## src/rtl/mips_pkg.sv

```systemverilog
// Shared MIPS pipeline definitions: opcodes, control-bit layout and the
// control bundle type used by the ID, EX, MEM and WB stages.
package mips_pkg;

    localparam int PC_W = 7;
    localparam int XLEN = 32;
    localparam int NREG = 32;

    localparam logic [5:0] OP_RTYPE = 6'h00;
    localparam logic [5:0] OP_LW    = 6'h23;
    localparam logic [5:0] OP_SW    = 6'h2B;
    localparam logic [5:0] OP_BEQ   = 6'h04;
    localparam logic [5:0] OP_ADDI  = 6'h08;

    localparam int C_REGWRITE = 7;
    localparam int C_MEMREAD  = 6;
    localparam int C_MEMWRITE = 5;
    localparam int C_MEMTOREG = 4;
    localparam int C_ALUSRC   = 3;
    localparam int C_REGDST   = 2;
    localparam int C_BRANCH   = 1;
    localparam int C_ALUOP_R  = 0;

    typedef struct packed {
        logic regwrite;
        logic memread;
        logic memwrite;
        logic memtoreg;
        logic alusrc;
        logic regdst;
        logic branch;
        logic aluop_r;
    } ctrl_t;

    // Opcodes whose rt field is a source operand (not a destination).
    function automatic logic uses_rt(input logic [5:0] op);
        return (op == OP_RTYPE) || (op == OP_SW) || (op == OP_BEQ);
    endfunction

endpackage

```

## src/rtl/decode_stage_reg_file.sv

```systemverilog
// Register file: NREG x XLEN, two async read ports, one write port,
// with write-before-read bypass from the writeback port.
module reg_file
    import mips_pkg::*;
#(
    parameter int W = 32,
    parameter int N = 32
) (
    input  logic         i_clk,
    input  logic         i_rst_n,
    input  logic [4:0]   i_ra,
    input  logic [4:0]   i_rb,
    input  logic         i_we,
    input  logic [4:0]   i_wa,
    input  logic [W-1:0] i_wd,
    output logic [W-1:0] o_rda,
    output logic [W-1:0] o_rdb
);

    logic [W-1:0] r_regs [N];
    logic         w_wr;

    assign w_wr = i_we && (i_wa != 5'd0);

    always_ff @(posedge i_clk or negedge i_rst_n) begin
        if (!i_rst_n) begin
            for (int i = 0; i < N; i++) begin
                r_regs[i] <= '0;
            end
        end else if (w_wr) begin
            r_regs[i_wa] <= i_wd;
        end
    end

    always_comb begin
        o_rda = r_regs[i_ra];
        o_rdb = r_regs[i_rb];
        if (w_wr && i_wa == i_ra) o_rda = i_wd;
        if (w_wr && i_wa == i_rb) o_rdb = i_wd;
        if (i_ra == 5'd0) o_rda = '0;
        if (i_rb == 5'd0) o_rdb = '0;
    end

endmodule

```

## src/rtl/decode_stage.sv

```systemverilog
// MIPS ID stage: IF/ID latch, control decode, register read, immediate
// extension, ID/EX launch and load-use hazard stall.
module decode_stage
    import mips_pkg::*;
#(
    parameter int PC_W = 7,
    parameter int XLEN = 32,
    parameter int NREG = 32
) (
    input  logic            CLK,
    input  logic            RST_N,
    input  logic [XLEN-1:0] IFIDIR,
    input  logic [PC_W-1:0] IFPC,
    input  logic            IF_VALID,
    input  logic            FLUSH,
    input  logic            WB_EN,
    input  logic [4:0]      WB_ADDR,
    input  logic [XLEN-1:0] WB_DATA,
    output logic            STALL,
    output logic            IDEX_VALID,
    output logic [PC_W-1:0] IDEX_PC,
    output logic [XLEN-1:0] IDEX_A,
    output logic [XLEN-1:0] IDEX_B,
    output logic [XLEN-1:0] IDEX_IMM,
    output logic [4:0]      IDEX_RS,
    output logic [4:0]      IDEX_RT,
    output logic [4:0]      IDEX_RD,
    output logic [5:0]      IDEX_FUNCT,
    output logic [7:0]      IDEX_CTRL,
    output logic            ILLEGAL
);

    logic            r_ifid_valid;
    logic [PC_W-1:0] r_ifid_pc;
    logic [XLEN-1:0] r_ifid_ir;

    logic            r_idex_valid;
    logic [PC_W-1:0] r_idex_pc;
    logic [XLEN-1:0] r_idex_a;
    logic [XLEN-1:0] r_idex_b;
    logic [XLEN-1:0] r_idex_imm;
    logic [4:0]      r_idex_rs;
    logic [4:0]      r_idex_rt;
    logic [4:0]      r_idex_rd;
    logic [5:0]      r_idex_funct;
    ctrl_t           r_idex_ctrl;
    logic            r_illegal;

    logic [5:0]      w_op;
    logic [4:0]      w_rs;
    logic [4:0]      w_rt;
    logic [4:0]      w_rd;
    logic [5:0]      w_funct;
    logic [XLEN-1:0] w_imm;
    logic [XLEN-1:0] w_rda;
    logic [XLEN-1:0] w_rdb;
    ctrl_t           w_ctrl;
    logic            w_known;
    logic            w_stall;
    logic            w_launch;

    assign w_op    = r_ifid_ir[31:26];
    assign w_rs    = r_ifid_ir[25:21];
    assign w_rt    = r_ifid_ir[20:16];
    assign w_rd    = r_ifid_ir[15:11];
    assign w_funct = r_ifid_ir[5:0];
    assign w_imm   = {{(XLEN-16){r_ifid_ir[15]}}, r_ifid_ir[15:0]};

    reg_file #(
        .W (XLEN),
        .N (NREG)
    ) u_rf (
        .i_clk   (CLK),
        .i_rst_n (RST_N),
        .i_ra    (w_rs),
        .i_rb    (w_rt),
        .i_we    (WB_EN),
        .i_wa    (WB_ADDR),
        .i_wd    (WB_DATA),
        .o_rda   (w_rda),
        .o_rdb   (w_rdb)
    );

    always_comb begin
        w_ctrl  = '0;
        w_known = 1'b1;
        unique case (1'b1)
            (w_op == OP_RTYPE): begin
                w_ctrl.regwrite = 1'b1;
                w_ctrl.regdst   = 1'b1;
                w_ctrl.aluop_r  = 1'b1;
            end
            (w_op == OP_LW): begin
                w_ctrl.regwrite = 1'b1;
                w_ctrl.memread  = 1'b1;
                w_ctrl.memtoreg = 1'b1;
                w_ctrl.alusrc   = 1'b1;
            end
            (w_op == OP_SW): begin
                w_ctrl.memwrite = 1'b1;
                w_ctrl.alusrc   = 1'b1;
            end
            (w_op == OP_BEQ): begin
                w_ctrl.branch = 1'b1;
            end
            (w_op == OP_ADDI): begin
                w_ctrl.regwrite = 1'b1;
                w_ctrl.alusrc   = 1'b1;
            end
            default: w_known = 1'b0;
        endcase
    end

    // A flush redirects fetch, so it must never be masked by a stall.
    assign w_stall = !FLUSH && r_idex_valid && r_idex_ctrl.memread
                     && (r_idex_rt != 5'd0) && r_ifid_valid
                     && ((r_idex_rt == w_rs)
                         || ((r_idex_rt == w_rt) && uses_rt(w_op)));

    assign w_launch = r_ifid_valid && !w_stall && !FLUSH;

    always_ff @(posedge CLK or negedge RST_N) begin
        if (!RST_N) begin
            r_ifid_valid <= 1'b0;
            r_ifid_pc    <= '0;
            r_ifid_ir    <= '0;
        end else if (FLUSH) begin
            r_ifid_valid <= 1'b0;
            r_ifid_pc    <= '0;
            r_ifid_ir    <= '0;
        end else if (!w_stall) begin
            r_ifid_valid <= IF_VALID;
            r_ifid_pc    <= IFPC;
            r_ifid_ir    <= IFIDIR;
        end
    end

    always_ff @(posedge CLK or negedge RST_N) begin
        if (!RST_N) begin
            r_idex_valid <= 1'b0;
            r_idex_pc    <= '0;
            r_idex_a     <= '0;
            r_idex_b     <= '0;
            r_idex_imm   <= '0;
            r_idex_rs    <= '0;
            r_idex_rt    <= '0;
            r_idex_rd    <= '0;
            r_idex_funct <= '0;
            r_idex_ctrl  <= '0;
            r_illegal    <= 1'b0;
        end else if (!w_launch) begin
            r_idex_valid <= 1'b0;
            r_idex_pc    <= '0;
            r_idex_a     <= '0;
            r_idex_b     <= '0;
            r_idex_imm   <= '0;
            r_idex_rs    <= '0;
            r_idex_rt    <= '0;
            r_idex_rd    <= '0;
            r_idex_funct <= '0;
            r_idex_ctrl  <= '0;
            r_illegal    <= 1'b0;
        end else begin
            r_idex_valid <= 1'b1;
            r_idex_pc    <= r_ifid_pc;
            r_idex_a     <= w_rda;
            r_idex_b     <= w_rdb;
            r_idex_imm   <= w_imm;
            r_idex_rs    <= w_rs;
            r_idex_rt    <= w_rt;
            r_idex_rd    <= w_rd;
            r_idex_funct <= w_funct;
            r_idex_ctrl  <= w_ctrl;
            r_illegal    <= !w_known;
        end
    end

    assign STALL      = w_stall;
    assign IDEX_VALID = r_idex_valid;
    assign IDEX_PC    = r_idex_pc;
    assign IDEX_A     = r_idex_a;
    assign IDEX_B     = r_idex_b;
    assign IDEX_IMM   = r_idex_imm;
    assign IDEX_RS    = r_idex_rs;
    assign IDEX_RT    = r_idex_rt;
    assign IDEX_RD    = r_idex_rd;
    assign IDEX_FUNCT = r_idex_funct;
    assign IDEX_CTRL  = r_idex_ctrl;
    assign ILLEGAL    = r_illegal;

endmodule
```

## config.mk

```make
export PLATFORM = sky130hd
export DESIGN_NAME = decode_stage
export DESIGN_NICKNAME = d
export VERILOG_FILES = /design/src/rtl/mips_pkg.sv /design/src/rtl/decode_stage_reg_file.sv /design/src/rtl/decode_stage.sv
export SDC_FILE = /design/constraint.sdc
export NUM_CORES = 2
export LEC_CHECK = 0
export ABC_AREA = 1
export CORE_MARGIN = 10
export CORE_UTILIZATION = 23
export DETAILED_ROUTE_END_ITERATION = 12
export PLACE_DENSITY = 0.41
export SLEW_MARGIN = 20
export SYNTH_ARGS = -nofsm -noshare
export SYNTH_HDL_FRONTEND = slang
export SYNTH_SLANG_ARGS = --single-unit
export TNS_END_PERCENT = 1
```

## constraint.sdc

```tcl
create_clock -name CLK -period 1.7 [get_ports CLK]
set_input_delay 0.34 -clock CLK [delete_from_list [all_inputs] [get_ports CLK]]
set_output_delay 0.34 -clock CLK [all_outputs]
set_load 0.01 [all_outputs]
```

==> flow_summary.json <==
{
  "outcome": "complete, but fails checks",
  "violations": "setup timing",
  "worstSetupPathType": "reg2out",
  "wire_per_inst_um": 24.9,
  "yosysTopAreaCell": "dfrtp_1",
  "die_y_um": 548,
  "clk_pin_slew_ns": 0.06,
  "postSynthCellCount": 9188,
  "post-route-period-util_pct": 144,
  "fill_cells": 29800,
  "yosysSeqAreaShare_pct": 45.6,
  "min_period_ns": 2.46,
  "final_antenna_net_count": 0,
  "io_pins": 216,
  "critPathCaptureType": "output pin",
  "initial_core_util_pct": 23.1,
  "fp-row-count": 193,
  "final_layout_size_suffix_gt1_share_pct": 15.6,
  "clock_sinks": 1169,
  "crit_path_start_kind": "flip-flop",
  "finClkSkew_ns": 0.0713,
  "report.final.slew_viol_count": 0,
  "numPortBuffers": 215,
  "dp_slack_ns": -0.910,
  "wirelength_mm": 336,
  "synth_most_common_cell": "nand2_1",
  "path_cells": "buf_12, xor2_1, nor2_1, nand3_1, o21ai_2, nand2_4, inv_2, buf_6",
  "fin_area_sq_um": 84300,
  "synthFlopType": "dfrtp_1",
  "cpMaxStageDelayCell": "dfrtp_4",
  "place_hpwl_mm": 238,
  "placed_cell_area_sq_um": 78500,
  "vdd_drop_max_uv": 725,
  "ys_types": 29,
  "p_leak_uw": 0.0400,
  "fin_nets": 9766,
  "yosys_warnings": 0,
  "syn_area_per_cell_sq_um": 6.98,
  "rsz0062_at_grt": "true",
  "grt_pass1_vias": 63400,
  "fin_tns_setup_ns": -62.71,
  "grt_overflow": 0,
  "tightest_slew_ns": 0.636,
  "area_delta_synth_final_pct": 31.5,
  "r2r-start": "r_ifid_ir[21]",
  "fmaxAchievable_mhz": 407,
  "htreeDepth": 4,
  "multi_input_area_sq_um": 28600,
  "synth_fp_nets": 9269,
  "drc_errors": 0,
  "finalSetupViolCount": 226,
  "worst_slack_ns": -0.756,
  "hold_ws_ns": 0.0806,
  "clock_latency_ns": 0.85,
  "cts_buffer_depth": 4,
  "powerDensity_nw_per_um2": 1050,
  "postSynthRegisterBits": 1169,
  "final_hold_viol_count": 0,
  "core_sq_um": 277000,
  "cp.required_ns": 1.36,
  "yosys-top-cells-area": "dfrtp_1, nand2_1, o21ai_0",
  "die_area_sq_um": 300000,
  "slew_headroom_pct": 57.6,
  "cts_buffers": 154,
  "die-width_um": 548,
  "viasPerCell": 4.89,
  "grt_util_all_layers_pct": 21.6,
  "gp_congestion": 0.931,
  "clockRootBuffer": "clkbuf_16",
  "async_reset_ff_share_pct": 100,
  "critPathMaxFanout": 4,
  "grt_start_max_net_pins": 62,
  "cp-startpoint": "r_ifid_ir[21]",
  "first_iter_violations": 7673,
  "reg2reg_depth": 16,
  "syn-cell-area_sq_um": 64100,
  "first_pass_iters": 9,
  "max_stage_delay_ns": 0.50,
  "maxCapViolations": 0,
  "min_path_type": "in2async",
  "ff_latch_area_sq_um": 29300,
  "yosys.area.top_type_share_pct": 45.6,
  "dp.cells": 13200,
  "grt_pass1_wl_mm": 481,
  "cp.arrival_ns": 2.12,
  "via_count": 66000,
  "synth-edff-count": 0,
  "antenna_found_initial": 11,
  "synthTopCellsByCount": "nand2_1, o21ai_0, dfrtp_1",
  "cts_tree": "yes",
  "final_cells": 13500
}
final timing paths:
kind	to	slack, ns
min	u_rf.r_regs[41]	0.08
min reg2reg	u_rf.r_regs[1020]	0.37
max reg2reg	IDEX_A[14]	-0.72
max	STALL	-0.76
max in group asynchronous	IDEX_RD[1]	0.69
min in group CLK	r_ifid_ir[27]	0.11
kinds of logic (layout without fill, tap and decap cells):
| group | Yosys count | after routing | synth area share, % |
|---|---|---|---|
| simple gates | 4330 | 4330 | 27.6 |
| xor+xnor | 16 | 16 | 0.219 |
| compound gates | 1948 | 1948 | 15.8 |
| buf+inv | 1725 | 2325 | 10.7 |
| other cells | 0 | 4 | 0 |
| flops | 1169 | 1169 | 45.6 |
area by class of cell:
cell class              count  area share, %
well taps                3705           5.50
clock inverters            27          0.313
diodes                      4         0.0119
multi-input cells        6294           34.0
flip-flops and latches   1169           34.8
clock buffers             232           5.51
repair buffers           1139           15.7
inverters                 927           4.19
registers in the layout, indices dropped and copies added, names as in the netlist, 5 cells and up:
register	flops
u_rf.r_regs	1024
IDEX_A	32
IDEX_B	32
r_ifid_ir	32
IDEX_IMM	7
IDEX_PC	7
r_ifid_pc	7
IDEX_CTRL	6
IDEX_FUNCT	5
IDEX_RS	5
IDEX_RT	5
repair_timing:
action,4_1_cts,5_1_grt
hold buffers,1,0
setup endpoints to repair,293,290
hold endpoints to repair,864,0
pin swaps,12,17
gates resized for setup,626,131
gates cloned,0,1
setup buffers,23,2
cell usage in the layout, fill, tap and decap left out, types with 76 or more instances in the layout:
| master | instances |
|---|---|
| a21oi_1 | 391 |
| buf_12 | 333 |
| buf_2 | 76 |
| buf_4 | 566 |
| clkbuf_16 | 160 |
| clkdlybuf4s50_1 | 76 |
| dfrtp_1 | 1131 |
| inv_1 | 909 |
| nand2_1 | 2726 |
| nand3_1 | 881 |
| nor2_1 | 483 |
| o211ai_1 | 162 |
| o21ai_0 | 1350 |
metal layers:
| metal | part of all wire (%) | wire length, um | vias to the layer above | global-route usage (%) |
|---|---|---|---|---|
| met4 | 5.4 | 18200 | 2 | 9.94 |
| met5 | 0.0024 | 8 | - | 0 |
| met2 | 44 | 148000 | 2734 | 33.8 |
| li1 | - | - | 30300 | - |
| met3 | 7.0 | 23500 | 592 | 3.27 |
| met1 | 43 | 146000 | 32300 | 29.3 |
per-stage QoR:
stage               total power (uW)  utilization (%)
CTS                            89000             30.3
global route                   93400             30.4
floorplan                      46600                -
detailed placement             55600             28.4
global placement               55300             28.4
finish                         88700             30.4
where the power goes:
| group | internal, uW | switching [uW] | leakage (uW) | total, uW |
|---|---|---|---|---|
| registers | 32900 | 2670 | 0.0145 | 35600 |
| logic | 7380 | 12900 | 0.0231 | 20300 |
| clock network | 19300 | 13500 | 0.00243 | 32900 |
| total | 59600 | 29100 | 0.0400 | 88700 |
worst max-delay path: cells and delay by family, from the launching register on:
kind	cells	cell delay (ns)
flip-flops	1	0.50
AND/OR/NAND/NOR	3	0.26
AO/OA/AOI/OAI	1	0.09
buffers and inverters	3	0.31
XOR/XNOR	1	0.13
(Power assumes the default switching activity.)
